`src/rtl/branch_predictor_table.sv`:
```
// Pattern history table of 2-bit saturating counters with registered lookup,
// same-cycle update bypass and a saturating misprediction counter.
module branch_predictor_table #(
   parameter int unsigned ADDR_W_BITS = 3,
   parameter int unsigned CNT_BITS    = 8,
   parameter logic [1:0]  INIT_STATE  = 2'b01
) (
   input  logic                   CLOCK,
   input  logic                   INIT,
   input  logic                   LOOKUP_EN,
   input  logic [ADDR_W_BITS-1:0] ADDR,
   input  logic                   UPDATE_EN,
   input  logic [ADDR_W_BITS-1:0] ADDR_W,
   input  logic                   OUTCOME,
   input  logic                   MISS,
   output logic                   PREDICTION,
   output logic                   PRED_VALID,
   output logic [1:0]             PRED_STATE,
   output logic [CNT_BITS-1:0]    MISS_COUNT
);

   localparam int unsigned DEPTH = 2 ** ADDR_W_BITS;

   localparam logic [1:0] SNT = 2'b00;
   localparam logic [1:0] WNT = 2'b01;
   localparam logic [1:0] WT  = 2'b10;
   localparam logic [1:0] ST  = 2'b11;

   localparam logic [CNT_BITS-1:0] MISS_MAX = {CNT_BITS{1'b1}};

   logic [1:0] entry_q [DEPTH];
   logic [1:0] upd_cur;
   logic [1:0] upd_state;
   logic [1:0] lkp_state;

   assign upd_cur = entry_q[ADDR_W];

   always_comb begin
      upd_state = upd_cur;
      case (upd_cur)
         SNT:     upd_state = OUTCOME ? WNT : SNT;
         WNT:     upd_state = OUTCOME ? WT  : SNT;
         WT:      upd_state = OUTCOME ? ST  : WNT;
         ST:      upd_state = OUTCOME ? ST  : WT;
         default: upd_state = upd_cur;
      endcase
   end

   // Same-index update in the lookup cycle forwards the post-update value.
   always_comb begin
      lkp_state = entry_q[ADDR];
      if (UPDATE_EN && (ADDR == ADDR_W)) begin
         lkp_state = upd_state;
      end
   end

   always_ff @(posedge CLOCK or posedge INIT) begin
      if (INIT) begin
         for (int i = 0; i < DEPTH; i++) begin
            entry_q[i] <= INIT_STATE;
         end
      end else if (UPDATE_EN) begin
         entry_q[ADDR_W] <= upd_state;
      end
   end

   always_ff @(posedge CLOCK or posedge INIT) begin
      if (INIT) begin
         PREDICTION <= 1'b0;
         PRED_VALID <= 1'b0;
         PRED_STATE <= INIT_STATE;
      end else begin
         PRED_VALID <= LOOKUP_EN;
         if (LOOKUP_EN) begin
            PRED_STATE <= lkp_state;
            PREDICTION <= lkp_state[1];
         end
      end
   end

   always_ff @(posedge CLOCK or posedge INIT) begin
      if (INIT) begin
         MISS_COUNT <= '0;
      end else if (UPDATE_EN && MISS && (MISS_COUNT != MISS_MAX)) begin
         MISS_COUNT <= MISS_COUNT + CNT_BITS'(1);
      end
   end

endmodule
```
`config.mk`:
```
export PLATFORM = sky130hd
export DESIGN_NAME = branch_predictor_table
export DESIGN_NICKNAME = d
export VERILOG_FILES = /design/src/rtl/branch_predictor_table.sv
export SDC_FILE = /design/constraint.sdc
export NUM_CORES = 1
export LEC_CHECK = 0
export CORE_MARGIN = 5
export CORE_UTILIZATION = 30
export CTS_BUF_LIST = sky130_fd_sc_hd__clkbuf_16
export CTS_CLUSTER_DIAMETER = 40
export CTS_CLUSTER_SIZE = 12
export DETAILED_ROUTE_END_ITERATION = 16
export GPL_TIMING_DRIVEN = 1
export HOLD_SLACK_MARGIN = 0.08
export PLACE_DENSITY = 0.55
export SETUP_SLACK_MARGIN = 0.05
export SLEW_MARGIN = 30
export SYNTH_ARGS = -nofsm -noshare
export SYNTH_HDL_FRONTEND = slang
export SYNTH_SLANG_ARGS = --single-unit
```
`constraint.sdc`:
```
create_clock -name CLOCK -period 5.2 [get_ports CLOCK]
set_input_delay 0.78 -clock CLOCK [delete_from_list [all_inputs] [get_ports CLOCK]]
set_output_delay 0.78 -clock CLOCK [all_outputs]
set_load 0.03 [all_outputs]
```
==> metrics.yaml, run 1 <==
outcome: "finished clean"
htreeDepth: 1
num_io_pins: 24
p_int_w: 0.000548
worstSetupPathType: "in2reg"
synth_common_cells: "nand2_1, dfrtp_1, o21ai_0"
clock_power_share: 0.201
placed_cells: 217
crit_arrival_ns: 2.98
timing.fmax_ghz: 0.358
async_flop_share: 1.00
avgSynthCellArea_sq_um: 11.4
synth.net_count: 144
root_buffer: "clkbuf_16"
min_path_type: "reg2reg"
first_global_vias: 1145
post_cts_resized: 0
ant_nets: 0
yosysUniqueCellTypes: 37
powerDensity_nw_per_um2: 456
drv_slew: 0
syn_inst: 131
dieArea_sq_um: 6470
detail_route.drc_violations: 0
combPwrFrac: 0.376
whs_ns: 0.477
cts_made_buffers: 3
cp-end-kind: "register"
path_max_fanout: 12
drv_cap: 0
critical_path.slowest_cell: "clkdlybuf4s50_1"
synth_edf_count: 0
die_w_microns: 80.4
clk_latency_ns: 0.26
overflow: 0
synth_warnings: 0
fin_tns_setup_ns: 0
critical-path-max-stage-delay_ns: 0.79
tightest_slew_ns: 0.549
ys_ff_latch: 27
synth_area_sq_um: 1490
ys_seq_area_frac: 0.462
cts_buffer_depth: 2
final_cells: 221
yosys.area.top_type: "dfrtp_1"
synth_most_common_cell: "nand2_1"
cts_tree: "done"
final_nets: 168
place_congestion: 0.806
final.min_clock_period_ns: 2.80
dp_hpwl_microns: 2490
fin_crit_sh: 0.538
switching_share: 0.351
clkTransAtPathRegs_ns: 0.06
ys_top_cells_by_area: "dfrtp_1, dfstp_2, mux4_2"
slew_headroom: 0.633
postRouteWirelength_microns: 3220
routedWlPerCell_microns: 14.6
holdBufCountCts: 0
post_cts_buffers: 0
peakVddDrop_mv: 0.312
cts.sink_count: 27
leakagePower_nw: 0.733
port_buffers: 23
setup_viol: 0
fin_skew_ns: 0.00289
vias: 1109
start_util: 0.313
core.rowCount: 25
grt_max_degree: 28
core_area_sq_um: 4750
cp_data_required_time_ns: 5.39
path_cells: "clkdlybuf4s50_1 -> mux2_2 -> a22oi_1 -> o221ai_2 -> maj3_4 -> o21ai_0"
hold_viol: 0
rsz0062_at_grt: "false"
synth_ff_type: "dfrtp_1"
synthToLayoutAreaGrowth_pct: 24.5
synth.top_cell.area_share: 0.303
antenna_found_initial: 0
crit_path_start_kind: "input pin"
via_per_inst: 5.02
grt_first_pass_wirelength_microns: 5680
drive_above_1_share: 0.201
fillers: 460
seqPwrFrac: 0.423
diodes: 0
p_switching_w: 0.000297
drtIter0Drc: 74
die_y_microns: 80.4
firstDrtPassIters: 4
track_usage: 0.114
## final cells by class
type	count	area (sq um)	area share
Clock buffer	3	75.1	0.0405
Clock inverter	1	3.75	0.00203
Inverter	4	15.0	0.00811
Multi-Input combinational cell	96	757	0.409
Sequential cell	27	687	0.371
Tap cell	67	83.8	0.0453
Timing Repair Buffer	23	230	0.124
## cell usage in the layout (no fill, tap or decap), types with 2 or more instances in the layout
master	netlist	routed
clkdlybuf4s50_1	0	23
nand2_1	22	22
dfrtp_1	18	18
o21ai_0	10	10
dfstp_2	9	9
xnor2_1	9	9
o21ai_1	6	6
nand4_1	6	6
nand3_1	5	5
mux4_2	5	5
inv_1	4	4
mux2_2	3	3
clkbuf_16	0	3
nor2_1	2	2
maj3_4	2	2
and3_1	2	2
a21oi_1	2	2
mux2i_1	2	2
o22ai_1	2	2
a221o_1	2	2
## final timing paths
| kind | startpoint | cells after the start | slack, ns | end |
|---|---|---|---|---|
| setup / recovery | ADDR_W[0] | 6 | 2.40 | entry_q[14] |
| setup reg to reg | entry_q[6] | 5 | 3.40 | entry_q[3] |
| hold / removal | entry_q[8] | 2 | 0.48 | entry_q[8] |
| min in group asynchronous | INIT | 2 | 0.88 | MISS_COUNT[4] |
| hold reg to reg | entry_q[8] | 2 | 0.48 | entry_q[8] |
| max in group asynchronous | INIT | 2 | 3.94 | PRED_STATE[0] |
## metrics by stage
step / util / cell area, sq um / setup WS (ns) / power (W)
final: 0.389 / 1850 / 2.40 / 0.000845
after global routing: 0.389 / 1850 / 2.25 / 0.000905
after CTS: 0.389 / 1850 / 2.39 / 0.000859
after detailed placement: 0.373 / 1770 / 2.13 / 0.000682
after global placement: 0.373 / 1770 / 2.18 / 0.000675
after floorplan: - / 1490 / 3.04 / 0.000565
## logic make-up (layout without fill, tap and decap cells)
logic type               after synthesis  in the layout  share of synthesized area
multiplexers                          13             13                      0.155
AO/OA/AOI/OAI                         27             27                      0.128
flip-flops                            27             27                      0.462
AND/OR/NAND/NOR                       43             43                      0.140
buffers and inverters                  8             31                     0.0294
XOR/XNOR                              10             10                     0.0589
adder cells (fa/ha/maj)                3              3                     0.0269
## power groups by stage
stage	Clock [W]	Sequential (W)	Combinational, W
6_report	0.000169	0.000358	0.000318
2_1_floorplan	0	0.000395	0.000169
3_5_place_dp	0	0.000361	0.000321
5_1_grt	0.000188	0.000370	0.000346
4_1_cts	0.000178	0.000358	0.000323
3_3_place_gp	0	0.000359	0.000316
## critical path, delay by kind of cell
family	cells	cell delay, ns
AOI/OAI and AO/OA	3	0.61
adders and majority gates	1	0.41
muxes	1	0.40
buffers and inverters	1	0.79
## flip-flops by register name (all words and copies together) (netlist names)
name	count
entry_q	16
PREDICTION	1
MISS_COUNT	8
PRED_VALID	1
PRED_STATE	1
## metal layers
metal	vias up	wire (microns)	track usage
met2	39	1500	0.189
met3	5	213	0.0235
met5	-	0	0
li1	527	-	-
met4	0	46	0.0355
met1	538	1460	0.149
Note: power is estimated with default switching activity, not from simulation.
==> run 2, diff against run 1 <==
Settings changed: PLACE_DENSITY 0.55 to 0.57.
Clock period 5.2 ns to 2.5 ns, I/O delays scaled along.
==> run 2 against run 1 <==
  * Clock skew is essentially flat
  * Utilization increased by 0.79 points
  * First-iteration DRC count decreased by 31%
  * Largest cell class unchanged
==> metrics.yaml, run 2 (same netlist as run 1, synthesis figures left out) <==
outcome: "finished clean"
final_cell_mix: "clkdlybuf4s50_1, nand2_1, dfrtp_1"
worstSetupPathType: "in2reg"
drv_cap: 0
slew_headroom: 0.708
postRouteWirelength_microns: 3400
seqPwrFrac: 0.419
hold_viol: 0
port_buffers: 23
post_cts_resized: 0
grt_first_pass_wirelength_microns: 5860
combPwrFrac: 0.376
cp-end-kind: "register"
dieArea_sq_um: 6470
detail_route.drc_violations: 0
place_congestion: 0.809
ant_nets: 0
largest_reg_flops: 16
clk_latency_ns: 0.26
path_cells: "clkdlybuf4s50_1 -> mux2_2 -> a22oi_1 -> o221ai_2 -> maj3_4 -> o21ai_0"
final_common_cell: "clkdlybuf4s50_1"
die_w_microns: 80.4
routedWlPerCell_microns: 15.1
critical_path.slowest_cell: "clkdlybuf4s50_1"
antenna_found_initial: 0
core.rowCount: 25
root_buffer: "clkbuf_16"
die_y_microns: 80.4
firstDrtPassIters: 4
dp_hpwl_microns: 2640
crit_path_start_kind: "input pin"
p_switching_w: 0.000637
switching_share: 0.357
fin_crit_sh: 0.913
drtIter0Drc: 51
top_regs: "entry_q: 16 flops, MISS_COUNT: 8 flops"
path_max_fanout: 8
vias: 1111
timing.fmax_ghz: 0.438
tightest_slew_ns: 0.437
core_area_sq_um: 4750
fin_tns_setup_ns: 0
path_delay_family: "compound AO/OA/AOI/OAI gates"
num_io_pins: 24
peakVddDrop_mv: 0.571
drive_above_1_share: 0.220
rsz0062_at_grt: "false"
cts_tree: "done"
cts_made_buffers: 3
diodes: 0
setup_viol: 0
fin_skew_ns: 0.00310
top_register: "entry_q"
first_global_vias: 1188
start_util: 0.313
post_cts_buffers: 0
synthToLayoutAreaGrowth_pct: 27.0
final.min_clock_period_ns: 2.28
via_per_inst: 4.92
track_usage: 0.118
crit_arrival_ns: 2.46
layout_setup_ws_ns: 0.216
worst-path-buf-inv: 1
final_nets: 173
min_path_type: "in2async"
fin_util: 0.397
cts_buffer_depth: 2
leakagePower_nw: 0.758
cp_data_required_time_ns: 2.68
holdBufCountCts: 0
overflow: 0
critical-path-max-stage-delay_ns: 0.63
clkTransAtPathRegs_ns: 0.07
clock_power_share: 0.204
htreeDepth: 1
powerDensity_nw_per_um2: 944
grt_max_degree: 28
drv_slew: 0
cts.sink_count: 27
dp_slack_ns: -0.0729
p_int_w: 0.00115
==> run 2: worst reg2reg max path: cells and delay by family (launching register included) <==
kind / cells / cell delay [ns]
adders and majority gates: 1 / 0.38
AOI/OAI and AO/OA: 3 / 0.64
muxes: 1 / 0.15
DFF: 1 / 0.55
==> run 2: final timing paths <==
check | end | slack [ns] | cells past startpoint | start
max in group asynchronous | entry_q[14] | 1.71 | 3 | INIT
worst max register to register | entry_q[5] | 0.69 | 5 | entry_q[4]
worst max-delay path | entry_q[14] | 0.22 | 6 | ADDR_W[0]
worst min register to register | entry_q[6] | 0.47 | 2 | entry_q[6]
worst min-delay path | MISS_COUNT[2] | 0.47 | 3 | INIT
min in group CLOCK | entry_q[6] | 0.47 | 2 | entry_q[6]
==> run 2: metrics by stage <==
stage / total power (W) / hold WS, ns / cell area, sq um / instances
finish: 0.00178 / 0.473 / 1890 / 226
global placement: 0.00141 / 0.467 / 1810 / 222
global route: 0.00189 / 0.487 / 1890 / 226
CTS: 0.00181 / 0.475 / 1890 / 226
detailed placement: 0.00143 / 0.466 / 1810 / 222
floorplan: 0.00117 / 0.406 / 1490 / 131
==> run 2: power by group through the flow <==
stage	Clock (W)	Combinational (W)	Sequential (W)
after floorplan	0	0.000352	0.000822
after global placement	0	0.000664	0.000748
after detailed placement	0	0.000675	0.000755
after CTS	0.000379	0.000678	0.000749
after global routing	0.000390	0.000733	0.000772
final	0.000365	0.000671	0.000747
==> run 2: layout make-up <==
class | instances | area, sq um
multi-input cells | 96 | 757
flip-flops and latches | 27 | 687
inverters | 4 | 15.0
repair buffers | 28 | 268
fillers | 473 | 2870
clock inverters | 1 | 3.75
well taps | 67 | 83.8
clock buffers | 3 | 75.1
==> run 2: routing by layer <==
| layer | wire length [microns] | vias to the layer above | global-route usage |
|---|---|---|---|
| met5 | 0 | - | 0 |
| met4 | 35 | 0 | 0.0321 |
| met3 | 192 | 5 | 0.0325 |
| met2 | 1660 | 35 | 0.203 |
| met1 | 1520 | 532 | 0.144 |
| li1 | - | 539 | - |
